## src/rtl/lbp_port_ctrl.sv

```systemverilog
// lbp_port_ctrl: single-port arbiter for the local branch predictor's
// per-bank BHT counter RAM and local-history RAM. It serves three users:
// a clear sweep that re-initialises every row, frontend prediction reads,
// and a small queue of resolved-branch update writes.
module lbp_port_ctrl #(
    parameter int unsigned NR_ROWS    = 64,
    parameter int unsigned NR_BANKS   = 2,
    parameter int unsigned BHT_W      = 2,
    parameter int unsigned LHR_W      = 6,
    parameter int unsigned FIFO_DEPTH = 2,
    parameter logic [BHT_W-1:0] BHT_INIT = BHT_W'(32'd1),
    localparam int unsigned ROW_W  = $clog2(NR_ROWS),
    localparam int unsigned BANK_W = (NR_BANKS > 1) ? $clog2(NR_BANKS) : 1
) (
    input  logic                clk_i,
    input  logic                rst_i,
    input  logic                flush_bp_i,
    input  logic                debug_mode_i,
    input  logic                rd_req_i,
    input  logic [ROW_W-1:0]    rd_row_i,
    output logic                rd_gnt_o,
    input  logic                upd_valid_i,
    input  logic [ROW_W-1:0]    upd_row_i,
    input  logic [BANK_W-1:0]   upd_bank_i,
    input  logic [BHT_W-1:0]    upd_bht_i,
    input  logic [LHR_W-1:0]    upd_lhr_i,
    output logic                ram_en_o,
    output logic                ram_we_o,
    output logic [ROW_W-1:0]    ram_row_o,
    output logic [NR_BANKS-1:0] ram_bank_we_o,
    output logic [BHT_W-1:0]    ram_bht_wdata_o,
    output logic [LHR_W-1:0]    ram_lhr_wdata_o,
    output logic                busy_o,
    output logic [15:0]         drop_cnt_o
);

    localparam int unsigned PTR_W = (FIFO_DEPTH > 1) ? $clog2(FIFO_DEPTH) : 1;
    localparam int unsigned CNT_W = $clog2(FIFO_DEPTH + 1);

    typedef enum logic [0:0] {
        ST_CLEAR = 1'b0,
        ST_RUN   = 1'b1
    } state_t;

    typedef struct packed {
        logic [ROW_W-1:0]  row;
        logic [BANK_W-1:0] bank;
        logic [BHT_W-1:0]  bht;
        logic [LHR_W-1:0]  lhr;
    } entry_t;

    state_t           state_r;
    logic [ROW_W-1:0] clr_row_r;
    logic             busy_r;
    logic [15:0]      drop_cnt_r;

    entry_t           fifo_mem_r [FIFO_DEPTH];
    logic [PTR_W-1:0] wr_ptr_r;
    logic [PTR_W-1:0] rd_ptr_r;
    logic [CNT_W-1:0] count_r;

    logic   fifo_full_s;
    logic   fifo_empty_s;
    entry_t head_s;
    entry_t push_entry_s;
    logic   push_s;
    logic   pop_s;
    logic   drop_s;

    logic                rd_gnt_s;
    logic                ram_en_s;
    logic                ram_we_s;
    logic [ROW_W-1:0]    ram_row_s;
    logic [NR_BANKS-1:0] ram_bank_we_s;
    logic [BHT_W-1:0]    ram_bht_s;
    logic [LHR_W-1:0]    ram_lhr_s;

    // Circular pointer advance that also works for non-power-of-two depths.
    function automatic logic [PTR_W-1:0] next_ptr(input logic [PTR_W-1:0] ptr);
        logic [PTR_W-1:0] nxt;
        if (ptr == PTR_W'(FIFO_DEPTH - 1)) begin
            nxt = '0;
        end else begin
            nxt = ptr + PTR_W'(1);
        end
        return nxt;
    endfunction

    assign fifo_full_s  = (count_r == CNT_W'(FIFO_DEPTH));
    assign fifo_empty_s = (count_r == CNT_W'(0));
    assign head_s       = fifo_mem_r[rd_ptr_r];

    assign push_entry_s = '{row: upd_row_i, bank: upd_bank_i, bht: upd_bht_i, lhr: upd_lhr_i};

    // Updates are only queued in RUN; a flush cycle discards the incoming one.
    assign push_s = upd_valid_i && !debug_mode_i && !flush_bp_i && (state_r == ST_RUN);
    // Lost updates are counted, except those masked by debug mode.
    assign drop_s = upd_valid_i && !debug_mode_i && ((state_r == ST_CLEAR) || flush_bp_i);

    // Port arbitration: sweep in CLEAR; in RUN a full queue beats reads, reads beat a partial queue.
    always_comb begin
        rd_gnt_s      = 1'b0;
        pop_s         = 1'b0;
        ram_en_s      = 1'b0;
        ram_we_s      = 1'b0;
        ram_row_s     = '0;
        ram_bank_we_s = '0;
        ram_bht_s     = '0;
        ram_lhr_s     = '0;
        case (state_r)
            ST_CLEAR: begin
                ram_en_s      = 1'b1;
                ram_we_s      = 1'b1;
                ram_row_s     = clr_row_r;
                ram_bank_we_s = '1;
                ram_bht_s     = BHT_INIT;
                ram_lhr_s     = '0;
            end
            ST_RUN: begin
                if (fifo_full_s || (!rd_req_i && !fifo_empty_s)) begin
                    pop_s         = 1'b1;
                    ram_en_s      = 1'b1;
                    ram_we_s      = 1'b1;
                    ram_row_s     = head_s.row;
                    ram_bank_we_s = NR_BANKS'(1'b1) << head_s.bank;
                    ram_bht_s     = head_s.bht;
                    ram_lhr_s     = head_s.lhr;
                end else if (rd_req_i) begin
                    rd_gnt_s  = 1'b1;
                    ram_en_s  = 1'b1;
                    ram_we_s  = 1'b0;
                    ram_row_s = rd_row_i;
                end else begin
                    ram_en_s = 1'b0;
                end
            end
            default: begin
                ram_en_s = 1'b0;
            end
        endcase
    end

    assign rd_gnt_o        = rd_gnt_s;
    assign ram_en_o        = ram_en_s;
    assign ram_we_o        = ram_we_s;
    assign ram_row_o       = ram_row_s;
    assign ram_bank_we_o   = ram_bank_we_s;
    assign ram_bht_wdata_o = ram_bht_s;
    assign ram_lhr_wdata_o = ram_lhr_s;
    assign busy_o          = busy_r;
    assign drop_cnt_o      = drop_cnt_r;

    // Control FSM: sweep every row after reset or flush, then hand the port to RUN.
    always_ff @(posedge clk_i) begin
        if (rst_i || flush_bp_i) begin
            state_r   <= ST_CLEAR;
            clr_row_r <= '0;
            busy_r    <= 1'b1;
        end else begin
            case (state_r)
                ST_CLEAR: begin
                    if (clr_row_r == ROW_W'(NR_ROWS - 1)) begin
                        state_r   <= ST_RUN;
                        clr_row_r <= '0;
                        busy_r    <= 1'b0;
                    end else begin
                        state_r   <= ST_CLEAR;
                        clr_row_r <= clr_row_r + ROW_W'(1);
                        busy_r    <= 1'b1;
                    end
                end
                ST_RUN: begin
                    state_r   <= ST_RUN;
                    clr_row_r <= '0;
                    busy_r    <= 1'b0;
                end
                default: begin
                    state_r   <= ST_CLEAR;
                    clr_row_r <= '0;
                    busy_r    <= 1'b1;
                end
            endcase
        end
    end

    // Update queue pointers and occupancy; flush discards queued entries silently.
    always_ff @(posedge clk_i) begin
        if (rst_i || flush_bp_i) begin
            wr_ptr_r <= '0;
            rd_ptr_r <= '0;
            count_r  <= '0;
        end else begin
            if (push_s) begin
                wr_ptr_r <= next_ptr(wr_ptr_r);
            end else begin
                wr_ptr_r <= wr_ptr_r;
            end
            if (pop_s) begin
                rd_ptr_r <= next_ptr(rd_ptr_r);
            end else begin
                rd_ptr_r <= rd_ptr_r;
            end
            case ({push_s, pop_s})
                2'b10:   count_r <= count_r + CNT_W'(1);
                2'b01:   count_r <= count_r - CNT_W'(1);
                default: count_r <= count_r;
            endcase
        end
    end

    // Queue storage; contents are only meaningful between the pointers, so no reset.
    always_ff @(posedge clk_i) begin
        if (push_s) begin
            fifo_mem_r[wr_ptr_r] <= push_entry_s;
        end else begin
            fifo_mem_r[wr_ptr_r] <= fifo_mem_r[wr_ptr_r];
        end
    end

    // Saturating count of updates lost to the clear sweep or a flush.
    always_ff @(posedge clk_i) begin
        if (rst_i) begin
            drop_cnt_r <= 16'h0000;
        end else if (drop_s && (drop_cnt_r != 16'hFFFF)) begin
            drop_cnt_r <= drop_cnt_r + 16'h0001;
        end else begin
            drop_cnt_r <= drop_cnt_r;
        end
    end

endmodule

```

## config.mk

```make
export PLATFORM = sky130hd
export DESIGN_NAME = lbp_port_ctrl
export DESIGN_NICKNAME = d
export VERILOG_FILES = /design/src/rtl/lbp_port_ctrl.sv
export SDC_FILE = /design/constraint.sdc
export NUM_CORES = 1
export LEC_CHECK = 0
export CAP_MARGIN = 20
export CORE_MARGIN = 1.5
export CORE_UTILIZATION = 30
export CTS_CLUSTER_SIZE = 14
export DETAILED_ROUTE_END_ITERATION = 6
export MAX_ROUTING_LAYER = met4
export SYNTH_ARGS = -nofsm -noshare
export SYNTH_HDL_FRONTEND = slang
export SYNTH_SLANG_ARGS = --single-unit
```

## constraint.sdc

```tcl
create_clock -name clk_i -period 2.4 [get_ports clk_i]
set_input_delay 0.24 -clock clk_i [delete_from_list [all_inputs] [get_ports clk_i]]
set_output_delay 0.24 -clock clk_i [all_outputs]
set_load 0.005 [all_outputs]
```

==> Word-level counts from Yosys, hierarchy flattened <==
Memories as Yosys holds them, arrays and structs flattened. A register that Yosys moved wholly into a read port is not among the register bits.
Cells that the tools add are included.
{ "word_totals": {"romBits": 0, "in_bits": 27, "latchBits": 0, "output_inout_bits": 36, "n_memories": 1, "wordCells": 71, "mem_bits_rw": 30, "reg_bits": 28} }
{ "classes": {"n_mul": 0, "n_addsub": 6, "reduce_logical": 16, "shift": 1, "mux": 32, "n_div": 0, "n_eq_ne": 6, "bitwise": 2, "magnitude_cmp": 0} }
{ "memory_table": {"columns": ["memory", "words", "word_bits", "rd", "rd_clocked_by_memory_dff", "write_ports", "line", "rtl"], "rows": [
  ["fifo_mem_r", 2, 15, 1, 1, 1, "57", "entry_t fifo_mem_r [FIFO_DEPTH];"]
]} }
{ "op_table": {"columns": ["cell", "count"], "rows": [
  ["$pmux W6 S2", 3],
  ["$mux W6", 4],
  ["$add A16 B1 Y16 const B", 1],
  ["$ne A16 B16 Y1 const B", 1],
  ["$mux W1", 15],
  ["$mux W15", 1],
  ["$pmux W2 S2", 3],
  ["$pmux W1 S2", 4],
  ["$add A6 B1 Y6 const B", 1],
  ["$eq A6 B6 Y1 const B", 1],
  ["$logic_and A1 B1 Y1", 6],
  ["$eq A2 B2 Y1 const B", 2],
  ["$logic_not A1 Y1", 4],
  ["$mux W2", 2],
  ["$logic_or A1 B1 Y1", 3],
  ["$add A1 B1 Y1 const B", 2],
  ["$add A2 B1 Y2 const B", 1],
  ["$eq A2 B1 Y1 const B", 1],
  ["$logic_not A2 Y1", 1],
  ["$reduce_and A2 Y1", 1],
  ["$reduce_bool A2 Y1", 1],
  ["$shl A1 B1 Y2 const A", 1],
  ["$sub A2 B1 Y2 const B", 1],
  ["$ne A0 B0 Y1", 1],
  ["other kinds (2)", 2]
]} }

==> Longest topological paths before layout <==
Gate-level depths: netlist of the first run.
{ "depth": {"word_depth": 8, "mapped_depth": 7, "depth_no_buf": 7} }

==> Worst setup path after synthesis of the first run <==
No wires, ideal clock.
{ "synth_path": {"path_kind": "reg-to-reg", "startpoint": "register state_r", "endpoint": "memory fifo_mem_r[0][0] (netlist bit) (enable)", "t_arrival_ns": 1.534, "setup_slack_ns": 0.479, "stages_incl_launch_ff": 5, "path_buffers": 1, "required_time_ns": 2.014, "setup_ns": 0.386, "path_cell_list": "dfxtp_1 clkbuf_1 nor2b_1 nand2_1 nor2_1"} }
{ "synth_via": {"elab_chain_len": 4} }
{ "synth_lines": {"columns": ["item", "line", "rtl"], "rows": [
  ["start: declaration", "52", "state_t state_r;"],
  ["start signal: assignment", "156", "state_r <= ST_CLEAR;"],
  ["start signal: assignment", "163", "state_r <= ST_RUN;"],
  ["start signal: assignment", "167", "state_r <= ST_CLEAR;"],
  ["$logic_and A1 B1 Y1 *", "96", "assign push_s = upd_valid_i && !debug_mode_i && !flush_bp_i && (state_r == ST_RUN);"],
  ["$mux W1 (on tied branches)", "213, 216", null],
  ["$mux W1 (not written as such) or $reduce_and A2 Y1 (tied branches)", null, null],
  ["$or A1 B1 Y1 (no line) *", null, null],
  ["end: declaration", "57", null]
]} }
Every way passes the cells marked *; elsewhere a longest branch is shown, timed or not.

==> Worst setup path in the final report of the first run <==
{ "layout_path": {"startpoint": "register count_r[0]", "endpoint": "output ram_row_o[0]"} }
{ "layout_via": {"elab_chain_len": 6} }
{ "layout_lines": {"columns": ["item", "line", "rtl"], "rows": [
  ["start: declaration", "60", "logic [CNT_W-1:0] count_r;"],
  ["start signal: assignment", "204", "2'b10: count_r <= count_r + CNT_W'(1);"],
  ["start signal: assignment", "205", "2'b01: count_r <= count_r - CNT_W'(1);"],
  ["start signal: assignment", "206", "default: count_r <= count_r;"],
  ["$logic_not A2 Y1", "90", "assign fifo_empty_s = (count_r == CNT_W'(0));"],
  ["$logic_not A1 Y1", "120", "if (fifo_full_s || (!rd_req_i && !fifo_empty_s)) begin"],
  ["$logic_and A1 B1 Y1", "120", null],
  ["$logic_or A1 B1 Y1 *", "120", null],
  ["$mux W6 *", "120", null],
  ["$pmux W6 S2 *", "110", "case (state_r)"],
  ["end: declaration", "29", "output logic [ROW_W-1:0] ram_row_o,"]
]} }
Marked as above.

==> results list, run 1 <==
* Total clock buffers created by CTS: 9
- Max-cap violations in this run came to 0.
- Clock tree from TritonCTS: done
* Detailed router's first-iteration violation count: 93
- Fraction of layout cells with a size suffix above 1: 10.2%
- Clock insertion delay at the later pin of the skew report: 0.33 ns
- Counting along the longest clock path gives a buffer depth of 2.
- CTS sink count: 59
* Tightest Hold Check Type: flop to flop
- The final count of pins violating max slew came to 0.
* Final setup violation count: 0
- Critical path startpoint category: flop
* Number of iterations in the first detailed-routing pass: 4
- Type of the worst setup path: flop to output port
- Yosys attributes the largest share of cell area to sky130_fd_sc_hd__edfxtp_1, sky130_fd_sc_hd__dfxtp_1, sky130_fd_sc_hd__mux2i_1.
- Wire length of the first global-routing pass: 9.98 mm
- The initial antenna violation count was 0.
* Area share of the leading cell type in the synthesized netlist: 33.6%
- Data arrives at the worst endpoint at 1.97 ns.
- Max Freq: 0.452 GHz
- Cell types with the highest counts after synthesis: sky130_fd_sc_hd__edfxtp_1, sky130_fd_sc_hd__dfxtp_1, sky130_fd_sc_hd__nor2_1
- After detailed routing, the average wire length per cell comes to 13.8 um.
- In this run the power density over the cells is 574 nW/um^2.
- The floorplan step set the die height to 97.5 um.
- In this run the worst path has a maximum fanout of 7.
* Core Region: 8680 um^2
* Most used flip-flop cell after synthesis: sky130_fd_sc_hd__edfxtp_1
- Counting every net in the synthesized netlist gives 275.
- Std cell rows: 34
- The synthesized design spends more area on one cell type than any other, namely sky130_fd_sc_hd__edfxtp_1.
- Post-route standard cell area excluding fillers: 3670 um^2
- Final total negative setup slack: 0 ns
- The synthesized design contains 30 enable-type register cells.
- RSZ-0062 raised after global routing: false
- Routability-driven placement finished with a final weighted congestion of 0.775.
* Remaining max-slew budget at the tightest pin: 59.0%
- Once detail routing completed, the nets flagged for antenna violations numbered 0.
- Clock tree skew after final layout: 0.00413 ns
- VDD sags by at most 0.271 mV.
* Total placed instance area: 3470 um^2
- 0 antenna diodes ended up in the layout.
- Summing every instance area after synthesis gives 2680 um^2.
* Mapped Avg Cell Area: 10.9 um^2
- Count of fill cells added during filler insertion: 828
- Pin count of the biggest net entering global routing: 17
* Root buffer selected by CTS: sky130_fd_sc_hd__clkbuf_8
* Total Die Area: 9510 um^2
- Final Hold Vio Count: 0
- In the routed layout, each cell is associated on average with a via count of 5.03.
- Slowest library cell on the worst path: sky130_fd_sc_hd__clkdlybuf4s50_1
* Area of the multi-input gates: 1130 um^2
- Die outline width: 97.5 um
- Detailed placement ended at an HPWL of 4.18 mm.
- Hold-fix buffer count after cts: 0
* Unique cell type count in the Yosys netlist: 43
- The flow ran to the end, and the final reports show no timing, DRC or antenna violations.
- Final setup margin: 0.185 ns
- Via count: 2174
* Layout Nets: 349
- Traced cell by cell, the critical path runs through nor2b_1 -> nor2_1 -> a221o_1 -> clkdlybuf4s50_1.
- The via count of the first global-routing pass is 2020.
* Cell count after synthesis: 245
- Setup slack after placement: 0.230 ns
* Input/output buffers: 62
* Total I/O pin count: 63
- DRC: 0
* Final Cycle Share: 92.3%
- For this run, the total global-route usage over all layers was measured as 13.5%.
* Area growth from synthesis to layout: 37.2%
- For the pin with the worst max-slew slack, the measured transition is 0.613 ns.
- Share of the yosys chip area belonging to registers: 55.3%
- STA classifies the critical path endpoint as an output port.
* DP Cell Count: 416
* Routed WL: 5.95 mm
* Yosys warning count: 0
* Data required time at the worst endpoint: 2.16 ns
* Area used by sequential logic in the layout: 1480 um^2
* Count leader, synth: sky130_fd_sc_hd__edfxtp_1
- In this design, the stage delay of the slowest critical-path cell is 0.50 ns.
- Min cycle time layout: 2.21 ns
- Cell Count, Final, Fillers Out: 432
- The clock tree synthesis step divided the H-tree into 3 levels.
- For this run the aggregate overflow at the end of global routing stands at 0.
* LEAKAGE: 1.21 nW
- Clock edge transition at the registers on the reported setup and hold paths: 0.06 ns
- Post-synthesis sequential element count: 59
- Asr flop ratio synth: 0%
- For this configuration, the core starts out at a cell density of 30.9%.
## stage by stage
step	hold slack, ns	total power, mW	utilization (%)
6_report	0.469	2.11	42.3
3_3_place_gp	0.450	1.17	39.9
2_1_floorplan	0.339	1.11	-
5_1_grt	0.475	2.18	42.3
3_5_place_dp	0.453	1.17	39.9
4_1_cts	0.468	2.13	42.3
## critical path: cells and delay by family, from the launching register on
kind / cells / cell delay (ns)
simple gates: 2 / 0.50
compound gates: 1 / 0.25
flops: 1 / 0.41
buf+inv: 1 / 0.50
## cells in the final DEF (no fill, tap or decap), types with 2 or more instances in the layout
| master | instances |
|---|---|
| sky130_fd_sc_hd__nor2b_1 | 11 |
| sky130_fd_sc_hd__ha_1 | 3 |
| sky130_fd_sc_hd__nand4_1 | 7 |
| sky130_fd_sc_hd__and3_1 | 4 |
| sky130_fd_sc_hd__mux2_2 | 2 |
| sky130_fd_sc_hd__bufinv_16 | 2 |
| sky130_fd_sc_hd__clkdlybuf4s50_1 | 62 |
| sky130_fd_sc_hd__mux2i_1 | 14 |
| sky130_fd_sc_hd__a221o_1 | 6 |
| sky130_fd_sc_hd__a21oi_1 | 12 |
| sky130_fd_sc_hd__nand2_1 | 14 |
| sky130_fd_sc_hd__nor4_1 | 2 |
| sky130_fd_sc_hd__xor2_1 | 5 |
| sky130_fd_sc_hd__o21ai_0 | 9 |
| sky130_fd_sc_hd__edfxtp_1 | 30 |
| sky130_fd_sc_hd__clkinv_1 | 2 |
| sky130_fd_sc_hd__nand3_1 | 8 |
| sky130_fd_sc_hd__inv_1 | 6 |
| sky130_fd_sc_hd__dfxtp_1 | 28 |
| sky130_fd_sc_hd__nand2b_1 | 2 |
| sky130_fd_sc_hd__o31ai_1 | 9 |
| sky130_fd_sc_hd__or2_2 | 2 |
| sky130_fd_sc_hd__nor2_1 | 29 |
| sky130_fd_sc_hd__clkbuf_8 | 9 |
| sky130_fd_sc_hd__buf_4 | 10 |
| sky130_fd_sc_hd__or4_1 | 8 |
| sky130_fd_sc_hd__or3_1 | 3 |
| sky130_fd_sc_hd__xnor2_1 | 3 |
| sky130_fd_sc_hd__o41ai_1 | 2 |
## worst paths after layout
path / from / to / slack (ns) / cells after the start
max: count_r[0] / ram_row_o[0] / 0.19 / 4
min: clr_row_r[0] / clr_row_r[0] / 0.47 / 1
max reg2reg: drop_cnt_o[0] / drop_cnt_o[11] / 0.47 / 6
min reg2reg: clr_row_r[0] / clr_row_r[0] / 0.47 / 1
## where the power goes
part | internal, mW | switching, mW
combinational | 0.0524 | 0.0300
clock | 0.576 | 0.386
sequential | 1.06 | 0.00434
total | 1.69 | 0.421
## cells by family (layout without fill, tap and decap cells)
group / Yosys count / after routing / synth area share [%]
flops: 59 / 59 / 55.3
xor+xnor: 8 / 8 / 2.62
fa+ha+maj: 3 / 3 / 1.40
buf+inv: 15 / 94 / 2.48
compound gates: 47 / 47 / 12.1
mux: 16 / 16 / 6.07
simple gates: 97 / 97 / 20.0
## layout make-up
cell class | count | area share [%]
well taps | 108 | 3.68
inverters | 6 | 0.613
repair buffers | 72 | 18.9
clock buffers | 10 | 3.47
multi-input cells | 171 | 30.8
clock inverters | 6 | 2.18
flip-flops and latches | 59 | 40.3
## routing by layer
layer | share of wire [%] | global-route usage, % | up-vias | routed length [um]
li1 | - | - | 1079 | -
met1 | 48 | 17.5 | 1031 | 2830
met2 | 47 | 20.3 | 60 | 2790
met3 | 4.9 | 3.96 | 4 | 290
met4 | 0.60 | 4.62 | 0 | 36
met5 | 0 | - | - | 0
## repair_timing
| action | 4_1_cts | 5_1_grt |
|---|---|---|
| resized for setup | 0 | 1 |
| buffers inserted | 0 | 0 |
| endpoints found under the setup margin | 0 | 1 |
| endpoints found under the hold margin | 0 | 0 |
## flip-flops by register name, indices dropped and copies added (netlist names), named ones only
| name | cells |
|---|---|
| fifo_mem_r | 30 |
| drop_cnt_o | 16 |
| clr_row_r | 6 |
| count_r | 2 |
| busy_o | 1 |
| rd_ptr_r | 1 |
| state_r | 1 |
| wr_ptr_r | 1 |
No activity file was read; power rests on OpenSTA's default activity.
==> run 2: changes to the inputs <==
--- a/config.mk
+++ b/config.mk
@@ -5,6 +5,7 @@
 export SDC_FILE = /design/constraint.sdc
 export NUM_CORES = 1
 export LEC_CHECK = 0
+export ABC_AREA = 1
 export CAP_MARGIN = 20
 export CORE_MARGIN = 1.5
 export CORE_UTILIZATION = 30
==> run 2 against run 1 <==
Compared with the run above:
- final cell count grew 17%
- fmax grew 1.0%
- utilization shrank 0.083 points
- critical endpoint is now ram_en_o
==> results list, run 2 <==
* Result of the run: finished clean (unchanged)
- Area share of the leading cell type in the synthesized netlist: 33.1% (was 33.6%)
- The number of antenna cells inserted came to 0 (unchanged).
* Number of max-cap violations: 0 (unchanged)
- Net switching power: 0.474 mW (was 0.421 mW)
- Buffers from clock root to sink, at most: 2 (unchanged)
* Synth Net Count: 350 (was 275)
* Count leader, synth: sky130_fd_sc_hd__nand2_1 (was sky130_fd_sc_hd__edfxtp_1)
* Clock group share of total power: 46.3% (was 45.6%)
- Cell area power density: 592 nW/um^2 (was 574 nW/um^2)
- The count of port buffers added during placement is 62 (unchanged).
* Part of the power in combinational logic: 4.7% (was 3.9%)
- The clock latency on the worst-skew pair is 0.34 ns (was 0.33 ns).
- The relative slew slack came to 65.0% (was 59.0%).
- The number of nets still failing antenna checks after routing came to 0 (unchanged).
- The static power due to leakage was 1.41 nW (was 1.21 nW).
- The count of different cell masters after synthesis is 29 (was 43).
- The switching portion of total power came to 21.6% (was 19.9%).
- Final-report max-slew violation count: 0 (unchanged)
- The clock edge transition at the registers on the reported setup and hold paths is 0.07 ns (was 0.06 ns).
- Die height: 98.2 um (was 97.5 um)
- The worst-margin pin slew was 0.524 ns (was 0.613 ns).
- Peak supply drop: 0.262 mV (was 0.271 mV)
* Layout Nets: 423 (was 349)
- The number of warning messages in the yosys log was 0 (unchanged).
* Tot GR Track Use: 14.4% (was 13.5%)
- The synthesized area divided by synthesized cell count was 8.50 um^2 (was 10.9 um^2).
- The via count normalized by instance count is 4.58 (was 5.03).
- The highest clock frequency the design can meet is 0.456 GHz (was 0.452 GHz).
* Post-CTS Repair Setup Buffers: 0 (unchanged)
- The number of placement rows came to 34 (unchanged).
- Root buffer selected by CTS: sky130_fd_sc_hd__clkbuf_8 (unchanged)
- Max reg flops: 30 (unchanged)
- Number of iterations in the first detailed-routing pass: 4 (unchanged)
* Critical path startpoint category: flop (unchanged)
- Asr flop ratio synth: 0% (unchanged)
- The kind of end point of the critical path was an output port (unchanged).
- The first-pass GRT wire length was 10.5 mm (was 9.98 mm).
* CTS sink count: 59 (unchanged)
- Post-synthesis sequential element count: 59 (unchanged)
- The classification of the worst-slack hold path is flop to flop (unchanged).
* Most common cell after layout, fill and taps aside: sky130_fd_sc_hd__nand2_1 (was sky130_fd_sc_hd__clkdlybuf4s50_1)
* Clock tree skew after final layout: 0.00514 ns (was 0.00413 ns)
- CTS H-tree depth: 3 (unchanged)
- Detailed router's first-iteration violation count: 39 (was 93)
- The number of CTS-inserted buffers was 9 (unchanged).
* Antenna violations before repair: 0 (unchanged)
- Die outline width: 98.2 um (was 97.5 um)
- The final critical-path share of the clock period was 91.3% (was 92.3%).
* Via count: 2315 (was 2174)
* Sequential Power Share: 48.9% (was 50.5%)
- The aggregate routed wire length came to 6.38 mm (was 5.95 mm).
- Leading cell types by total area after synthesis: sky130_fd_sc_hd__edfxtp_1, sky130_fd_sc_hd__dfxtp_1, sky130_fd_sc_hd__nand2_1 (was sky130_fd_sc_hd__edfxtp_1, sky130_fd_sc_hd__dfxtp_1, sky130_fd_sc_hd__mux2i_1).
- Worst Path Arrival: 1.95 ns (was 1.97 ns)
* RSZ-0062 raised after global routing: false (unchanged)
* Clock tree from TritonCTS: done (unchanged)
* Area growth from synthesis to layout: 36.1% (was 37.2%)
* Final HPWL DP: 4.57 mm (was 4.18 mm)
- The maximum number of pins on one net before global-route repair came to 17 (unchanged).
- Number of enable-type register cells in the synthesized netlist: 30 (unchanged)
* Count of fill cells added during filler insertion: 848 (was 828)
- The count of mapped cells out of synthesis came to 320 (was 245).
* Share of the yosys chip area belonging to registers: 54.4% (was 55.3%)
- Total global routing overflow: 0 (unchanged)
* Combined area of all synthesized cells: 2720 um^2 (was 2680 um^2)
* Core Region: 8760 um^2 (was 8680 um^2)
- Data required time at the worst endpoint: 2.16 ns (about the same)
* Average wire length per cell after detail routing: 12.6 um (was 13.8 um)
* Worst Hold Slack: 0.457 ns (was 0.469 ns)
- The critical path launch point was state_r (was count_r[0]).
- The number of buffers added to fix hold violations after cts was 0 (unchanged).
- The sum of negative setup slack was 0 ns (unchanged).
- Gates resized, CTS repair: 0 (unchanged)
- The minimum clock period was 2.19 ns (was 2.21 ns).
- The number of remaining DRC errors was 0 (unchanged).
- The dominant synthesized flop cell is sky130_fd_sc_hd__edfxtp_1 (unchanged).
- Total Die Area: 9650 um^2 (was 9510 um^2)
* Final Hold Vio Count: 0 (unchanged)
- The number of top-level pins was 63 (unchanged).
* Internal Pwr Total: 1.72 mW (was 1.69 mW)
* Largest reg by FF count: fifo_mem_r (unchanged)
* Vias in the first global route: 2255 (was 2020)
* RR Startpoint: state_r (was drop_cnt_o[0])
* Commonest cells after routing, fill and taps aside: sky130_fd_sc_hd__nand2_1, sky130_fd_sc_hd__clkdlybuf4s50_1, sky130_fd_sc_hd__nor2_1, sky130_fd_sc_hd__edfxtp_1, sky130_fd_sc_hd__dfxtp_1 (was sky130_fd_sc_hd__clkdlybuf4s50_1, sky130_fd_sc_hd__edfxtp_1, sky130_fd_sc_hd__nor2_1, sky130_fd_sc_hd__dfxtp_1)
* Final setup violation count: 0 (unchanged)
* Library cell with the largest summed area after synthesis: sky130_fd_sc_hd__edfxtp_1 (unchanged)
- The type of the setup path with the least slack was flop to output port (unchanged).
* Fraction of layout cells with a size suffix above 1: 12.1% (was 10.2%)
- Initial Util: 31.1% (was 30.9%)
- The startpoint of the most critical hold path is rd_ptr_r (was clr_row_r[0]).
- Cell types with the highest counts after synthesis: sky130_fd_sc_hd__nand2_1, sky130_fd_sc_hd__nor2_1, sky130_fd_sc_hd__edfxtp_1 (was sky130_fd_sc_hd__edfxtp_1, sky130_fd_sc_hd__dfxtp_1, sky130_fd_sc_hd__nor2_1).
- Max Fanout on Critical Path: 9 (was 7)
- Routability-driven placement congestion ratio: 0.838 (was 0.775)
-- run 2: cell count changes in the layout (fill, tap and decap cells not counted), moves of 5 or more --
cell,change
sky130_fd_sc_hd__nand2_1,+76
sky130_fd_sc_hd__inv_1,+19
sky130_fd_sc_hd__nor2_1,+16
sky130_fd_sc_hd__mux2i_1,-14
sky130_fd_sc_hd__nor2b_1,-11
sky130_fd_sc_hd__a21oi_1,+10
sky130_fd_sc_hd__o31ai_1,-9
sky130_fd_sc_hd__or4_1,-8
sky130_fd_sc_hd__a221o_1,-6
sky130_fd_sc_hd__nand2_2,+6
sky130_fd_sc_hd__nand3_1,+6
sky130_fd_sc_hd__nor2_2,+6
sky130_fd_sc_hd__buf_4,-5
sky130_fd_sc_hd__o21ai_0,-5
-- run 2: final timing paths --
kind / endpoint / slack, ns / depth (start not counted)
worst min-delay path: flop / 0.46 / 1
worst min register to register: flop / 0.46 / 1
worst max register to register: count_r[1] / 0.48 / 8
worst max-delay path: ram_en_o / 0.21 / 5
-- run 2: layout make-up --
| class | instances | area, um^2 | area share (%) |
|---|---|---|---|
| Sequential cell | 59 | 1480 | 40.0 |
| Tap cell | 108 | 135 | 3.65 |
| Clock buffer | 9 | 124 | 3.34 |
| Multi-Input combinational cell | 227 | 1100 | 29.6 |
| Clock inverter | 7 | 100 | 2.70 |
| Inverter | 29 | 109 | 2.94 |
| Timing Repair Buffer | 67 | 658 | 17.8 |
-- run 2: kinds of logic after synthesis --
group           after synthesis  share of synthesized area (%)
compound gates               36                           7.22
xor+xnor                      5                           1.61
fa+ha+maj                     3                           1.38
buf+inv                      34                           5.29
flops                        59                           54.4
simple gates                183                           30.1
-- run 2: power by group through the flow --
| stage | registers, mW | logic, mW | clock network, mW |
|---|---|---|---|
| 2_1_floorplan | 1.09 | 0.0331 | 0 |
| 3_3_place_gp | 1.10 | 0.102 | 0 |
| 3_5_place_dp | 1.10 | 0.104 | 0 |
| 4_1_cts | 1.07 | 0.105 | 1.05 |
| 5_1_grt | 1.07 | 0.115 | 1.09 |
| 6_report | 1.07 | 0.104 | 1.02 |
-- run 2: routing by layer --
layer	GRT usage [%]	share of wire, %	wire length [um]
met1	17.1	46	2960
met2	23.1	47	3010
met3	3.72	4.7	297
met4	5.96	1.6	104
met5	-	0	0
-- run 2: stage by stage --
step           std cells  worst slack (ns)  power [mW]  instance area (um^2)  utilization [%]
5_1_grt              506            0.0437        2.28                  3700             42.3
4_1_cts              506             0.152        2.22                  3700             42.3
3_3_place_gp         490             0.308        1.20                  3480             39.7
3_5_place_dp         490             0.285        1.20                  3480             39.7
2_1_floorplan        320             0.654        1.13                  2720                -
6_report             506             0.208        2.19                  3700             42.3
-- run 2: critical path, stage by stage, from the launching register on --
cell                              delay [ns]
sky130_fd_sc_hd__dfxtp_1                0.55
sky130_fd_sc_hd__inv_1                  0.10
sky130_fd_sc_hd__nor2_1                 0.24
sky130_fd_sc_hd__inv_1                  0.09
sky130_fd_sc_hd__or2_1                  0.21
sky130_fd_sc_hd__clkdlybuf4s50_1        0.44
==> run 3: changes to the inputs <==
--- a/config.mk
+++ b/config.mk
@@ -12,6 +12,8 @@
 export CTS_CLUSTER_SIZE = 14
 export DETAILED_ROUTE_END_ITERATION = 6
 export MAX_ROUTING_LAYER = met4
+export SETUP_SLACK_MARGIN = 0.02
+export SKIP_CTS_REPAIR_TIMING = 1
 export SYNTH_ARGS = -nofsm -noshare
 export SYNTH_HDL_FRONTEND = slang
 export SYNTH_SLANG_ARGS = --single-unit
==> results of run 3 <==
Final layout, timing and power as in run 2 (identical DEF).
